`config.mk`:
```
export PLATFORM = sky130hd
export DESIGN_NAME = mant_mul_seq14
export DESIGN_NICKNAME = d
export VERILOG_FILES = /design/src/rtl/mant_mul_seq14.sv
export SDC_FILE = /design/constraint.sdc
export NUM_CORES = 1
export LEC_CHECK = 0
export BUFFER_PORTS_ARGS = -buffer_cell sky130_fd_sc_hd__buf_2
export CAP_MARGIN = 20
export CORE_ASPECT_RATIO = 1.2
export CORE_MARGIN = 8
export CORE_UTILIZATION = 34
export DETAILED_ROUTE_END_ITERATION = 6
export PLACE_DENSITY = 0.57
export SYNTH_ARGS = -nofsm -noshare
export SYNTH_HDL_FRONTEND = slang
export SYNTH_SLANG_ARGS = --single-unit
```
`constraint.sdc`:
```
create_clock -name clk -period 4.3 [get_ports clk]
set_input_delay 0 -clock clk [delete_from_list [all_inputs] [get_ports clk]]
set_output_delay 0 -clock clk [all_outputs]
set_load 0.01 [all_outputs]
```
`src/rtl/mant_mul_seq14.sv`:
```
// mant_mul_seq14: 14x14 unsigned mantissa product built from four 7x7 partial products
// on one shared external multiplier, with valid/ready handshakes on both sides.
module mant_mul_seq14 #(
  parameter int MUL_LAT   = 0,
  parameter int ZERO_SKIP = 1
) (
  input  logic        clk,
  input  logic        rst_n,
  input  logic        in_valid,
  output logic        in_ready,
  input  logic [13:0] a,
  input  logic [13:0] b,
  input  logic        flush,
  output logic        out_valid,
  input  logic        out_ready,
  output logic [27:0] product,
  output logic        busy,
  output logic [6:0]  mul_a,
  output logic [6:0]  mul_b,
  input  logic [13:0] mul_out
);
  typedef enum logic [1:0] {IDLE, STEP, DONE} state_t;
  state_t      state_q, state_d;
  logic [1:0]  step_q, step_d;
  logic        ph_q, ph_d;
  logic [13:0] a_q, a_d, b_q, b_d;
  logic [27:0] acc_q, acc_d, pp;
  logic [6:0]  mul_a_q, mul_a_d, mul_b_q, mul_b_d;
  logic [4:0]  sh;
  logic        smp;
  always_comb begin
    state_d = state_q;
    step_d  = step_q;
    ph_d    = ph_q;
    a_d     = a_q;
    b_d     = b_q;
    acc_d   = acc_q;
    smp     = (MUL_LAT == 0) || ph_q;
    sh      = (step_q[0] & step_q[1]) ? 5'd14 : (step_q[0] | step_q[1]) ? 5'd7 : 5'd0;
    pp      = {14'd0, mul_out} << sh;
    if (flush) begin
      state_d = IDLE;
      step_d  = 2'd0;
      ph_d    = 1'b0;
      acc_d   = 28'd0;
    end else if (state_q == IDLE) begin
      if (in_valid) begin
        a_d     = a;
        b_d     = b;
        acc_d   = 28'd0;
        step_d  = 2'd0;
        ph_d    = 1'b0;
        state_d = (ZERO_SKIP != 0 && (a == 14'd0 || b == 14'd0)) ? DONE : STEP;
      end
    end else if (state_q == STEP) begin
      ph_d = !smp;
      if (smp) begin
        acc_d   = acc_q + pp;
        step_d  = step_q + 2'd1;
        state_d = (step_q == 2'd3) ? DONE : STEP;
      end
    end else if (out_ready) begin
      state_d = IDLE;
    end
    // operands for the step about to run are registered, so derive them from next-state values
    mul_a_d = (state_d == STEP) ? (step_d[1] ? a_d[13:7] : a_d[6:0]) : 7'd0;
    mul_b_d = (state_d == STEP) ? (step_d[0] ? b_d[13:7] : b_d[6:0]) : 7'd0;
  end
  always_ff @(posedge clk) begin
    if (!rst_n) begin
      state_q <= IDLE;
      step_q  <= 2'd0;
      ph_q    <= 1'b0;
      a_q     <= 14'd0;
      b_q     <= 14'd0;
      acc_q   <= 28'd0;
      mul_a_q <= 7'd0;
      mul_b_q <= 7'd0;
    end else begin
      state_q <= state_d;
      step_q  <= step_d;
      ph_q    <= ph_d;
      a_q     <= a_d;
      b_q     <= b_d;
      acc_q   <= acc_d;
      mul_a_q <= mul_a_d;
      mul_b_q <= mul_b_d;
    end
  end
  assign in_ready  = state_q == IDLE;
  assign busy      = state_q != IDLE;
  assign out_valid = state_q == DONE;
  assign product   = out_valid ? acc_q : 28'd0;
  assign mul_a     = mul_a_q;
  assign mul_b     = mul_b_q;
endmodule
```
### Word level (Yosys, flattened, before mapping)

Index checks and enable logic that the tools add are counted.

* add/sub/neg operators: 2
* multiply operators: 0
* div/mod/pow operators: 0
* order comparisons: 0
* eq/ne operators: 5
* shift operators: 1
* muxes and demuxes: 25
* bitwise gates (word level): 3
* reduce and logical (&&, ||, !) cells: 9

Operators by type and width (number)
* 28-bit 2-to-1 mux: 4
* 14-bit 2-to-1 mux: 6
* 28-bit adder: 1
* 14-bit logical NOT: 2
* 14-bit by 4-bit left shift with 28-bit output: 1
* 2-bit 2-to-1 mux: 11
* 7-bit 2-to-1 mux: 2
* 2-bit by 1-bit == test with 1-bit output, second input constant: 2
* 2-bit == test, second input constant: 2
* 4-bit 2-to-1 mux: 1
* 2-bit AND reduction: 2
* 2-bit nonzero test: 2
* 3-bit 2-to-1 mux: 1
* 2-bit by 1-bit adder with 2-bit output, second input constant: 1
* 2-bit logical NOT: 1
* 2-bit != test, second input constant: 1
* 2-bit OR reduction: 1
* 1-bit AND: 1
* 1-bit logical OR: 1
* 1-bit inverter: 1
* 1-bit bitwise OR: 1

* bits in registers: 74
* latch bits: 0
* memory bits (writable): 0
* bits in read-only memories: 0
* bits of input ports: 47
* output and inout port bits: 45
* memories kept: 0

### Logic depth before layout (Yosys ltp)

* depth in word-level cells: 8
* depth in mapped cells: 17
* gate-level depth less buffers: 15

### Worst setup path after synthesis

No wires, ideal clock.

* path type: register to register
* start: register step_q[0]
* end: register acc_q[24]
* arrival time: 3.453 ns
* required time: 4.176 ns
* slack: 0.723 ns
* cell stages (with the launch flop): 16
* path buffers: 2
* period minus slack after synthesis: 3.577 ns
* path through: dfxtp_1 inv_1 ha_1 clkbuf_1 buf_1 mux2i_1 nor2_1 fa_1 a21o_1 a21oi_1 o21a_1 nor3_1 or3_1 a41oi_1 xor2_1 o21ai_1

* word-level cells in the longest chain between the ends: 7
* elaborated cells on any way between the ends: 8
* those cells by class: 1 x add/sub; 1 x shift; 4 x mux; 2 x bitwise

RTL lines
* from (decl): RTL line 24 `logic [1:0] step_q, step_d;`
* from (signal assigned): RTL line 81 `step_q <= step_d;`
* 1-bit bitwise OR: RTL line 39 `sh = (step_q[0] & step_q[1]) ? 5'd14 : (step_q[0] | step_q[1]) ? 5'd7 : 5'd0;`
* 3-bit 2-to-1 mux: RTL line 39
* 4-bit 2-to-1 mux *: RTL line 39
* 14-bit by 4-bit left shift with 28-bit output *: RTL line 40 `pp = {14'd0, mul_out} << sh;`
* 28-bit adder *: RTL line 58 `acc_d = acc_q + pp;`
* 28-bit 2-to-1 mux *: RTL line 55 `end else if (state_q == STEP) begin`
* 28-bit 2-to-1 mux *: RTL line 46 `end else if (state_q == IDLE) begin`
* to (signal assigned): RTL line 76 `acc_q <= 28'd0;`
* to (signal assigned): RTL line 85 `acc_q <= acc_d;`
* to (decl): RTL line 27 `logic [27:0] acc_q, acc_d, pp;`

Every way passes the cells marked *; elsewhere a longest branch is shown, timed or not. The select of a mux whose other input is x is not followed.
A chain may end at the register's enable or synchronous reset.

### Worst setup path in the final report

* start: register step_q[0]
* end: register acc_q[25]

Same word-level chain as after synthesis.

==> results.sh <==
export IMPL_outcome="completed"
export IMPL_synth_top_cell_by_area="sky130_fd_sc_hd__dfxtp_1"
export IMPL_crit_required_ns=4.56
export IMPL_synth_ff_type="sky130_fd_sc_hd__dfxtp_1"
export IMPL_final_cell_mix="sky130_fd_sc_hd__nand2_1 (109), sky130_fd_sc_hd__buf_2 (91), sky130_fd_sc_hd__dfxtp_1 (74)"
export IMPL_n_fill_cell=1425
export IMPL_post_syn_area_um2=4883
export IMPL_max_slew_margin_rel_pct=32.75
export IMPL_pre_cts_slack_ns=0.4630
export IMPL_clock_tree_from_tritoncts="built"
export IMPL_cts_inserted_buffers=9
export IMPL_hold_slack_ns=0.03334
export IMPL_critPathMaxStageDelay_ns=0.56
export IMPL_grt_antenna_before_repair=0
export IMPL_post_layout_nonfiller_instances=910
export IMPL_multi_input_area_um2=3233
export IMPL_floorplan_core_area_um2=14230
export IMPL_average_cell_area_after_synthesis_um2=7.877
export IMPL_final_core_utilization_pct=42.91
export IMPL_critPathArrivalTime_ns=4.19
export IMPL_endpoint_kind="flop"
export IMPL_place_congestion=0.9086
export IMPL_route_detailed_drc=0
export IMPL_cts_path_max_buffers=2
export IMPL_worst_setup_sp_type="flop"
export IMPL_yosysSeqAreaShare_pct=30.34
export IMPL_fin_ws_ns=0.3688
export IMPL_slew_at_the_pin_closest_to_its_max_slew_limit_ns=1.007
export IMPL_synth_async_sr_flop_share_pct=0
export IMPL_netlist_cell_type_count=54
export IMPL_remaining_antenna_violation_count=0
export IMPL_detail_route_first_pass_iterations=6
export IMPL_maxClockFrequency_ghz=0.2544
export IMPL_seq_area_um2=1481
export IMPL_maxSlewViolCount=0
export IMPL_synthToLayoutAreaGrowth_pct=25.08
export IMPL_max_vdd_ir_drop_v=0.0001807
export IMPL_fin_area_um2=6108
export IMPL_placed_cells_incl_taps=864
export IMPL_layout_cell_share_with_drive_strength_beyond_1_pct=19.73
export IMPL_dr_total_vias=4807
export IMPL_totalPowerFinal_mw=1.743
export IMPL_maxCapViolations=0
export IMPL_largest_net_degree_at_the_start_of_global_routing=43
export IMPL_place_port_buffers=91
export IMPL_die_w_um=125.4
export IMPL_dieArea_um2=18470
export IMPL_cts_max_level=3
export IMPL_synth_warning_count=0
export IMPL_timing_setup_tns_ns=0
export IMPL_vias_per_cell=5.282
export IMPL_power_switching_share_pct=27.42
export IMPL_die_h_um=147.3
export IMPL_postRouteWirelength_um=15010
export IMPL_num_antenna_cells=0
export IMPL_p_leak_nw=2.664
export IMPL_netlist_instances=620
export IMPL_power_internal_mw=1.265
export IMPL_overflow=0
export IMPL_critical_path_top_delay_family="compound AO/OA/AOI/OAI gates"
export IMPL_fin_crit_ns=3.931
export IMPL_hold_path_class="primary input to flop"
export IMPL_yosys_top_cells_area="sky130_fd_sc_hd__dfxtp_1 (30%), sky130_fd_sc_hd__nand2_1 (8.4%), sky130_fd_sc_hd__ha_1 (7.7%)"
export IMPL_final_min_period_over_clock_period_pct=91.42
export IMPL_criticalPathCategory="flop to flop"
export IMPL_design_portCount=92
export IMPL_synth_top_cell_area_share_pct=30.34
export IMPL_setup_viol=0
export IMPL_synth_enable_flop_cells=0
export IMPL_placedInstanceArea_um2=5498
export IMPL_crit_buf_inv=1
export IMPL_syn_num_nets=698
export IMPL_num_nets_final=808
export IMPL_critical_path_slowest_cell="sky130_fd_sc_hd__ha_1"
export IMPL_routed_wire_length_per_instance_um=16.49
export IMPL_ff2ff_setup_slack_ns=0.37
export IMPL_gr_usage_all_layers_pct=16.13
export IMPL_clk_transition_reported_paths_ns=0.07
export IMPL_wire_length_of_the_first_global_routing_pass_um=24010
export IMPL_combinational_power_share_pct=13.2
export IMPL_clkSinkCount=74
export IMPL_std_cell_rows=48
export IMPL_clock_latency_ns=0.34
export IMPL_seq_power_share_pct=40.9
export IMPL_clock_power_share_pct=46.0
export IMPL_cts_root_buf="sky130_fd_sc_hd__clkbuf_16"
export IMPL_synth_seq_cells=74
export IMPL_final_hold_violation_count=0
export IMPL_initial_utilization_pct=34.31
export IMPL_via_count_of_the_first_global_routing_pass=4776
export IMPL_cellPowerDensity_nw_per_um2=285.4
export IMPL_worst_clock_skew_ns=0.01034
export IMPL_drt_initial_drc_count=371
export IMPL_worstPathCellList="inv_1 > ha_1 > mux2_2 > o21ai_0 > o22ai_1 > ha_1 > nand3_1 > nor2_1 > nand3_1 > o31ai_2 > o21a_1 > o21ai_1 > and3_1 > o31ai_1"
export IMPL_rsz0062_at_grt="false"
export IMPL_place_hpwl_um=11340
export IMPL_most_common_library_cell_in_the_layout_ignoring_fill_and_taps="sky130_fd_sc_hd__nand2_1"
export IMPL_switching_power_mw=0.4781
export IMPL_cp_max_fo=14
-- tightest hold or removal path, stage by stage --
cell                      delay [ns]
sky130_fd_sc_hd__buf_2          0.12
sky130_fd_sc_hd__inv_1          0.05
sky130_fd_sc_hd__a31oi_1        0.09
sky130_fd_sc_hd__nor2_1         0.08
-- per-layer routing --
layer / vias up / track usage (%) / wire, um
met3: 16 / 3.807 / 935
li1: 2412 / - / -
met4: 0 / 5.979 / 239
met1: 2221 / 19.13 / 6631
met2: 158 / 27.70 / 7199
met5: - / 0 / 0
-- final cells by class --
cell class              count  share of cell area (%)
inverters                  15                  0.9218
repair buffers            128                   13.23
clock inverters             7                   1.393
clock buffers               9                   3.687
flip-flops and latches     74                   24.25
well taps                 175                   3.585
multi-input cells         502                   52.93
-- registers in the layout (all words and copies together) (netlist names) --
register and flops:
step_q 2, mul_a 7, b_q 14, mul_b 7, state_q 2, a_q 14
acc_q 28
-- cell families after synthesis --
logic type / after synthesis / share of synthesized area (%)
compound gates: 172 / 23.26
xor+xnor: 21 / 3.766
fa+ha+maj: 31 / 8.096
buf+inv: 44 / 3.459
flops: 74 / 30.34
mux: 37 / 8.071
simple gates: 241 / 23.01
-- final timing paths --
check                           startpoint         end  cells past startpoint
worst max-delay path             step_q[0]   acc_q[25]                     14
worst min-delay path             out_ready  state_q[0]                      4
worst max register to register   step_q[0]   acc_q[25]                     14
worst min register to register      a_q[8]      a_q[8]                      2
-- synth_stat cells, drive strengths merged, types with 12 or more instances --
| master | count |
|---|---|
| o21ai | 31 |
| inv | 14 |
| nand2 | 109 |
| o22ai | 14 |
| a21boi | 30 |
| xnor2 | 14 |
| a21oi | 43 |
| dfxtp | 74 |
| mux2 | 19 |
| ha | 30 |
| mux2i | 18 |
| a22oi | 12 |
| clkbuf | 23 |
| nor2 | 44 |
| and2 | 33 |
-- timing repair --
item                                    in CTS  in global routing
endpoints found under the setup margin       0                  0
setup buffers                                0                  0
hold buffers                                30                  0
gates resized for setup                      0                  0
endpoints found under the hold margin       43                  0
-- power groups by stage --
stage / Combinational [mW] / Sequential (mW) / Clock, mW
6_report: 0.229 / 0.713 / 0.802
5_1_grt: 0.253 / 0.715 / 0.844
4_1_cts: 0.228 / 0.713 / 0.817
3_5_place_dp: 0.206 / 0.728 / 0
3_3_place_gp: 0.205 / 0.727 / 0
2_1_floorplan: 0.136 / 0.727 / 0
(Power assumes the default switching activity.)
